**src/rtl/div.sv**
```systemverilog
// ----------------------------------------------------------------------------
// div -- multi-cycle 32-bit restoring divider for the EX stage.
//
// One quotient bit is produced per clock. Signed operands are converted to
// magnitudes on acceptance, and the signs are restored at the end.
//
// Ports
//   clk           rising-edge clock
//   rst           asynchronous reset, active low
//   signed_div_i  1 = signed divide (DIV), 0 = unsigned divide (DIVU)
//   opdata1_i     dividend
//   opdata2_i     divisor
//   start_i       divide request, held high by EX until ready_o is seen
//   annul_i       cancel the operation in flight (flush / exception)
//   result_o      {remainder[63:32], quotient[31:0]}, registered
//   ready_o       result_o valid, registered
// ----------------------------------------------------------------------------
module div (
    input  logic        clk,
    input  logic        rst,
    input  logic        signed_div_i,
    input  logic [31:0] opdata1_i,
    input  logic [31:0] opdata2_i,
    input  logic        start_i,
    input  logic        annul_i,
    output logic [63:0] result_o,
    output logic        ready_o
);

    typedef enum logic [1:0] {
        S_FREE   = 2'd0,
        S_BYZERO = 2'd1,
        S_ON     = 2'd2,
        S_END    = 2'd3
    } state_t;

    state_t      state_q, state_d;
    logic [5:0]  cnt_q, cnt_d;
    logic [64:0] dvd_q, dvd_d;        // {partial remainder, dividend/quotient, shift-in}
    logic [31:0] divisor_q, divisor_d;
    logic        signed_q, signed_d;
    logic        sign1_q, sign1_d;
    logic        sign2_q, sign2_d;
    logic [63:0] result_q, result_d;
    logic        ready_q, ready_d;

    logic [32:0] temp;
    logic [31:0] quot_fix;
    logic [31:0] rem_fix;

    // Magnitude of an operand: only negated when dividing signed and negative.
    function automatic logic [31:0] mag(input logic sgn, input logic [31:0] x);
        return (sgn && x[31]) ? (~x + 32'd1) : x;
    endfunction

    always_comb begin
        state_d   = state_q;
        cnt_d     = cnt_q;
        dvd_d     = dvd_q;
        divisor_d = divisor_q;
        signed_d  = signed_q;
        sign1_d   = sign1_q;
        sign2_d   = sign2_q;
        result_d  = result_q;
        ready_d   = ready_q;

        // Trial subtraction; a borrow in bit 32 means the divisor does not fit.
        temp = {1'b0, dvd_q[63:32]} - {1'b0, divisor_q};

        quot_fix = (signed_q && (sign1_q ^ sign2_q)) ? (~dvd_q[31:0] + 32'd1)
                                                     : dvd_q[31:0];
        rem_fix  = (signed_q && sign1_q) ? (~dvd_q[64:33] + 32'd1)
                                         : dvd_q[64:33];

        case (state_q)
            S_FREE: begin
                ready_d  = 1'b0;
                result_d = 64'h0;
                if (start_i && !annul_i) begin
                    signed_d  = signed_div_i;
                    sign1_d   = opdata1_i[31];
                    sign2_d   = opdata2_i[31];
                    divisor_d = mag(signed_div_i, opdata2_i);
                    dvd_d     = {32'h0, mag(signed_div_i, opdata1_i), 1'b0};
                    cnt_d     = 6'd0;
                    state_d   = (opdata2_i == 32'h0) ? S_BYZERO : S_ON;
                end
            end

            S_BYZERO: begin
                if (annul_i) begin
                    state_d  = S_FREE;
                    cnt_d    = 6'd0;
                    ready_d  = 1'b0;
                    result_d = 64'h0;
                end else begin
                    // Result stays zero; ready is raised on the first END cycle.
                    dvd_d    = 65'h0;
                    result_d = 64'h0;
                    state_d  = S_END;
                end
            end

            S_ON: begin
                if (annul_i) begin
                    state_d  = S_FREE;
                    cnt_d    = 6'd0;
                    ready_d  = 1'b0;
                    result_d = 64'h0;
                end else if (!cnt_q[5]) begin
                    if (temp[32]) begin
                        dvd_d = {dvd_q[63:0], 1'b0};
                    end else begin
                        dvd_d = {temp[31:0], dvd_q[31:0], 1'b1};
                    end
                    cnt_d = cnt_q + 6'd1;
                end else begin
                    result_d = {rem_fix, quot_fix};
                    ready_d  = 1'b1;
                    cnt_d    = 6'd0;
                    state_d  = S_END;
                end
            end

            S_END: begin
                if (annul_i) begin
                    state_d  = S_FREE;
                    cnt_d    = 6'd0;
                    ready_d  = 1'b0;
                    result_d = 64'h0;
                end else if (start_i) begin
                    ready_d = 1'b1;
                end else begin
                    state_d  = S_FREE;
                    ready_d  = 1'b0;
                    result_d = 64'h0;
                end
            end

            default: begin
                state_d  = S_FREE;
                cnt_d    = 6'd0;
                ready_d  = 1'b0;
                result_d = 64'h0;
            end
        endcase
    end

    always_ff @(posedge clk or negedge rst) begin
        if (!rst) begin
            state_q   <= S_FREE;
            cnt_q     <= 6'd0;
            dvd_q     <= 65'h0;
            divisor_q <= 32'h0;
            signed_q  <= 1'b0;
            sign1_q   <= 1'b0;
            sign2_q   <= 1'b0;
            result_q  <= 64'h0;
            ready_q   <= 1'b0;
        end else begin
            state_q   <= state_d;
            cnt_q     <= cnt_d;
            dvd_q     <= dvd_d;
            divisor_q <= divisor_d;
            signed_q  <= signed_d;
            sign1_q   <= sign1_d;
            sign2_q   <= sign2_d;
            result_q  <= result_d;
            ready_q   <= ready_d;
        end
    end

    assign result_o = result_q;
    assign ready_o  = ready_q;

endmodule

```
**config.mk**
```make
export PLATFORM = sky130hd
export DESIGN_NAME = div
export DESIGN_NICKNAME = d
export VERILOG_FILES = /design/src/rtl/div.sv
export SDC_FILE = /design/constraint.sdc
export NUM_CORES = 1
export LEC_CHECK = 0
export ABC_AREA = 1
export CAP_MARGIN = 20
export CORE_MARGIN = 2
export CORE_UTILIZATION = 35
export DETAILED_ROUTE_END_ITERATION = 7
export PLACE_DENSITY_LB_ADDON = 0.12
export REMOVE_ABC_BUFFERS = 1
export SYNTH_ARGS = -nofsm -noshare
export SYNTH_HDL_FRONTEND = slang
export SYNTH_SLANG_ARGS = --single-unit
```
**constraint.sdc**
```tcl
create_clock -name clk -period 2.5 [get_ports clk]
set_input_delay 0.5 -clock clk [delete_from_list [all_inputs] [get_ports clk]]
set_output_delay 0.5 -clock clk [all_outputs]
set_load 0.1 [all_outputs]
```
# == Word level (Yosys, flattened, before mapping) ==
# Cells that the tools add are included.
# word_totals
reg_bits,173
input_bits,69
# op_classes
n_eq_ne,11
bitwise_logic,5
addsub,6
muxes,34
reduce_logical,17
# op_table
cell,count
65-bit two-way mux,5
64-bit two-way mux,4
65-bit case mux with 3 select lines,1
64-bit case mux with 3 select lines,1
"32-bit by 1-bit adder with 32-bit output, second input constant",4
32-bit two-way mux,4
32-bit inverter,4
32-bit by 32-bit subtractor with 33-bit output,1
32-bit logical NOT,1
6-bit two-way mux,4
6-bit case mux with 3 select lines,1
2-bit two-way mux,7
"2-bit != test, second input constant",5
2-bit case mux with 4 select lines,1
2-bit AND reduction,4
"6-bit by 1-bit adder with 6-bit output, second input constant",1
"3-bit != test, second input constant",2
1-bit logical AND,5
1-bit two-way mux,5
5-bit AND reduction,1
"2-bit equality test, second input constant",2
1-bit case mux with 4 select lines,1
2-bit OR reduction,2
3-bit AND reduction,1
other kinds (6),6

# == Depth between registers and ports, before layout ==
# Gate-level depths: netlist of the first run.
# depth
ltp_word,6
mapped_depth,17
mapped_depth_nobuf,16

# == Worst setup path before layout of the first run ==
# Ideal clock, no wire load.
# synth_path
kind,register to register
start,register dvd_q[32]
end,register dvd_q[36]
setup_slack_ps,385
arrival_time_ps,1984
stages_incl_launch_ff,17
t_required_ps,2368
period_less_slack_ps,2115
setup_time_ps,132
cell_sequence,dfrtp_1 inv_1 ha_1 fa_1 inv_1 nand3_1 nand2_1 nand2_1 nand2_1 nand2_1 nand2_1 nand2_4 nand2_4 buf_6 nand2_1 nand3_1 o21ai_0
# synth_between
elab_chain_len,5
# synth_lines
item,line_no,rtl
"start, declared",39,"logic [64:0] dvd_q, dvd_d;"
"start signal, assigned",163,dvd_q <= dvd_d;
32-bit by 32-bit subtractor with 33-bit output,68,"temp = {1'b0, dvd_q[63:32]} - {1'b0, divisor_q};"
65-bit two-way mux,111,if (temp[32]) begin
65-bit two-way mux,110,end else if (!cnt_q[5]) begin
65-bit two-way mux,105,if (annul_i) begin
65-bit case mux with 3 select lines,75,case (state_q)
# Every way passes these cells. The select of a mux whose other input is x is not followed.
# A chain may end at the register's enable or synchronous reset.

# == Worst setup path after layout of the first run ==
# layout_path
start,register dvd_q[47]
end,"register result_q[57], in the netlist result_o[57]"
# layout_between
elab_chain_len,6
# layout_lines
item,line_no,rtl
32-bit inverter,72,rem_fix = (signed_q && sign1_q) ? (~dvd_q[64:33] + 32'd1)
32-bit by 1-bit adder with 32-bit output,72,
32-bit two-way mux,72,
64-bit two-way mux,110,
64-bit two-way mux,105,
64-bit case mux with 3 select lines,75,
"end signal, assigned",168,result_q <= result_d;
"end, declared",44,"logic [63:0] result_q, result_d;"
# Every way passes these cells. The select of a mux whose other input is x is not followed.

==> summary.log, run 1 <==
[global_route] total congestion overflow after global routing 0
[global_route] largest net degree at the start of global routing 66
[routing] DRT antenna net count 0
[sta] Worst Tran Pin Value 0.851 ns
[synthesis] Unique masters post-synth 47
[sta] final critical-path required period 2.34 ns
[synthesis] number of synthesized register bits 173
[routing] via/cell ratio 4.94
[clocking] clock tree from TritonCTS yes
[sta] number of hold violations in the final report 0
[setup_path] signal arrival time at the worst endpoint 2.68 ns
[sta] Layout Skew 0.0105 ns
[floorplan] initial cell density of the core 0.352
[routing] Detailed Routing Iterations Pass 1 5
[routing] number of DRC violations after detailed-routing iteration 0 1006
[synthesis] Post-synth EDFFs 0
[finish] count of antenna diodes in the layout 0
[global_route] number of global-route vias before repair 13700
[synthesis] number of synthesis warnings 0
[synthesis] post-synthesis async set-or-reset flop share 1.00
[power] static leakage power 8.69 nW
[setup_path] required time of the worst setup path 2.84 ns
[synthesis] sequential share of the synthesized area 0.319
[routing] routed len/inst 16.3 um
[setup_path] Worst Setup End Kind flip-flop
[hold_path] class of the tightest hold or removal check in2async
[sta] FMAX 428 MHz
[clocking] number of sinks driven by the clock tree 173
[sta] tightest hold margin 0.0564 ns
[sta] setup repair after global routing missed its margin false
[finish] final-stage net count 2453
[floorplan] horizontal extent of the die 201 um
[synthesis] Mapped Avg Cell Area 6.26 um^2
[global_route] number of antenna violations at the first check in global routing 0
[sta] final max-slew violation count 0
[finish] number of inserted filler cells in the final layout 4123
[clocking] clock root buffer clkbuf_16
[sta] portion of the clock cycle consumed by the worst path in the final layout 0.934
[placed_design] post-detailed-placement half-perimeter wirelength 37100 um
[routing] total length of routed wires 46700 um
[synthesis] synthesized netlist cell count 2166
[floorplan] die area 40300 um^2
[floorplan] placeable core region 38500 um^2
[setup_path] Worst Path Max Fanout 4
[power] power density over cell area 1040 nW/um^2
[flow_run] number of maximum-capacitance constraint violations 0
[setup_path] start of the worst register-to-register path dvd_q[47]
[power] Design Power 17.3 mW
[run_status] outcome complete, no violations
[floorplan] number of core rows 72
[clocking] number of buffers created by CTS 17
[finish] commonest non-fill, non-tap cell in the layout nand2_1
[global_route] first-pass GRT wire length 73900 um
[routing] Vias 14200
[setup_path] element type at the critical path start flip-flop
[floorplan] number of top-level pins 134
[routing] detailed-route DRC error count 0
[finish] layout overhead on the synthesized area 22.1%
[finish] share of post-route cells with drive strength above 1 0.0957
[setup_path] Crit Path Category reg2reg
[clocking] Clock Path Buffers 2
[finish] highest-count cells in the layout ignoring fill and taps 666 x nand2_1, 318 x inv_1, 239 x nand3_1, 201 x nor2_1, 173 x dfrtp_1
[clocking] clock slew seen by the registers of the worst setup and hold paths 0.07 ns
[clocking] setup repair bufs after CTS 0
[synthesis] mapped cell area 13600 um^2
[clocking] clock insertion delay at the later pin of the skew report 0.46 ns
[placed_design] number of buffer cells added on primary ports 133
[sta] Slew headroom 0.428
[floorplan] y dimension of the die 201 um
[synthesis] Main synth FF type dfrtp_1
[sta] count of endpoints failing setup in the final report 0
[setup_path] CP startpoint dvd_q[47]
[global_route] total global-route track usage 0.233
[placed_design] global placement routability congestion 0.920
[power] maximum vdd ir drop 0.677 mV
[clocking] H-tree depth reported by CTS 4
state kept, by name, indices dropped and copies added (netlist names):
name,cells
signed_q,1
sign1_q,1
cnt_q,6
state_q,2
ready_o,1
divisor_q,32
sign2_q,1
result_o,64
dvd_q,65
power by group:
| group | leakage, nW | internal [mW] | switching [mW] |
|---|---|---|---|
| clock | 0.290 | 1.61 | 1.23 |
| sequential | 2.27 | 3.64 | 0.737 |
| combinational | 6.13 | 2.97 | 7.10 |
cell type report:
cell class | instances | area, um^2 | area share
tap | 518 | 648 | 0.0392
clock buffer | 19 | 443 | 0.0268
clock inverter | 12 | 163 | 0.00983
timing repair buffer | 218 | 2010 | 0.121
sequential | 173 | 4330 | 0.262
inverter | 328 | 1230 | 0.0744
multi-input combinational | 1602 | 7730 | 0.467
through the flow:
step,utilization,setup TNS [ns],setup slack [ns],instances,cell area [um^2]
2_1_floorplan,-,-33.80,-0.689,2103,13300
5_1_grt,0.430,0,0.00609,2870,16600
3_5_place_dp,0.414,-0.0737,-0.0489,2839,15900
3_3_place_gp,0.414,-0.115,-0.0674,2839,15900
4_1_cts,0.429,0,0.115,2870,16500
6_report,0.430,0,0.164,2870,16600
worst max-delay path, stage by stage, from the launching register on:
cell     delay, ns
dfrtp_1       0.43
buf_4         0.17
inv_1         0.15
nand3_1       0.10
nor2_1        0.35
inv_1         0.14
nor2_4        0.18
nor2_1        0.10
nor2_1        0.29
nand3_1       0.11
nand3_1       0.14
nand2_1       0.06
cells in the mapped netlist, types with 4 or more instances:
cell        n  area share
o211ai_1    7      0.0039
buf_1       4      0.0011
xnor2_1    15      0.0097
nand3b_1   12      0.0066
nor3_4      5      0.0060
nand2_1   669        0.19
a21oi_1   114       0.042
o21ai_2     4      0.0026
nor4_1      4      0.0018
clkbuf_1   33      0.0091
a22oi_1    19       0.011
o31ai_1    10      0.0055
nor2_2      8      0.0037
inv_2       7      0.0019
nor2_1    202       0.056
o21ai_0   125       0.046
buf_6       4      0.0033
buf_2      20      0.0074
xor2_1     12      0.0078
ha_1       43       0.040
o21bai_1    4      0.0022
nand4_1    26       0.012
inv_1     318       0.088
dfrtp_1   173        0.32
nand3_1   239       0.088
or2_2       7      0.0032
o21ai_1    13      0.0048
nor3_1     36       0.013
layer usage:
| metal | global-route usage | vias to the layer above | part of all wire |
|---|---|---|---|
| met4 | 0.0579 | 0 | 0.017 |
| met5 | 0 | - | 0 |
| met3 | 0.0362 | 39 | 0.040 |
| li1 | - | 7285 | - |
| met2 | 0.417 | 303 | 0.50 |
| met1 | 0.294 | 6554 | 0.44 |
final timing paths:
path	end	slack, ns	cells after the start
worst max-delay path	result_o[57]	0.16	11
worst min-delay path	result_o[36]	0.06	1
worst max register to register	result_o[57]	0.16	11
worst min register to register	result_o[41]	0.48	2
max in group asynchronous	dvd_q[23]	1.82	2
min in group clk	result_o[41]	0.48	2
what timing repair did:
item	4_1_cts	5_1_grt
resized for setup	0	9
setup endpoints to repair	0	31
endpoints found under the hold margin	0	0
hold buffers	0	0
logic make-up (layout without fill, tap and decap cells):
| group | after synthesis | after routing | share of synthesized area |
|---|---|---|---|
| AOI/OAI and AO/OA | 307 | 307 | 0.124 |
| xor gates and xnor gates | 27 | 27 | 0.0174 |
| adders and majority gates | 44 | 44 | 0.0412 |
| buffers and inverters | 391 | 577 | 0.113 |
| DFF | 173 | 173 | 0.319 |
| and+or+nand+nor | 1224 | 1224 | 0.385 |
Note: power is estimated with default switching activity, not from simulation.
==> inputs of run 2 (changes only) <==
--- a/config.mk
+++ b/config.mk
@@ -12,6 +12,7 @@
 export DETAILED_ROUTE_END_ITERATION = 7
 export PLACE_DENSITY_LB_ADDON = 0.12
 export REMOVE_ABC_BUFFERS = 1
+export SKIP_LAST_GASP = 1
 export SYNTH_ARGS = -nofsm -noshare
 export SYNTH_HDL_FRONTEND = slang
 export SYNTH_SLANG_ARGS = --single-unit
==> results of run 2 <==
The final DEF is identical to that of run 1; final timing and power are the same.
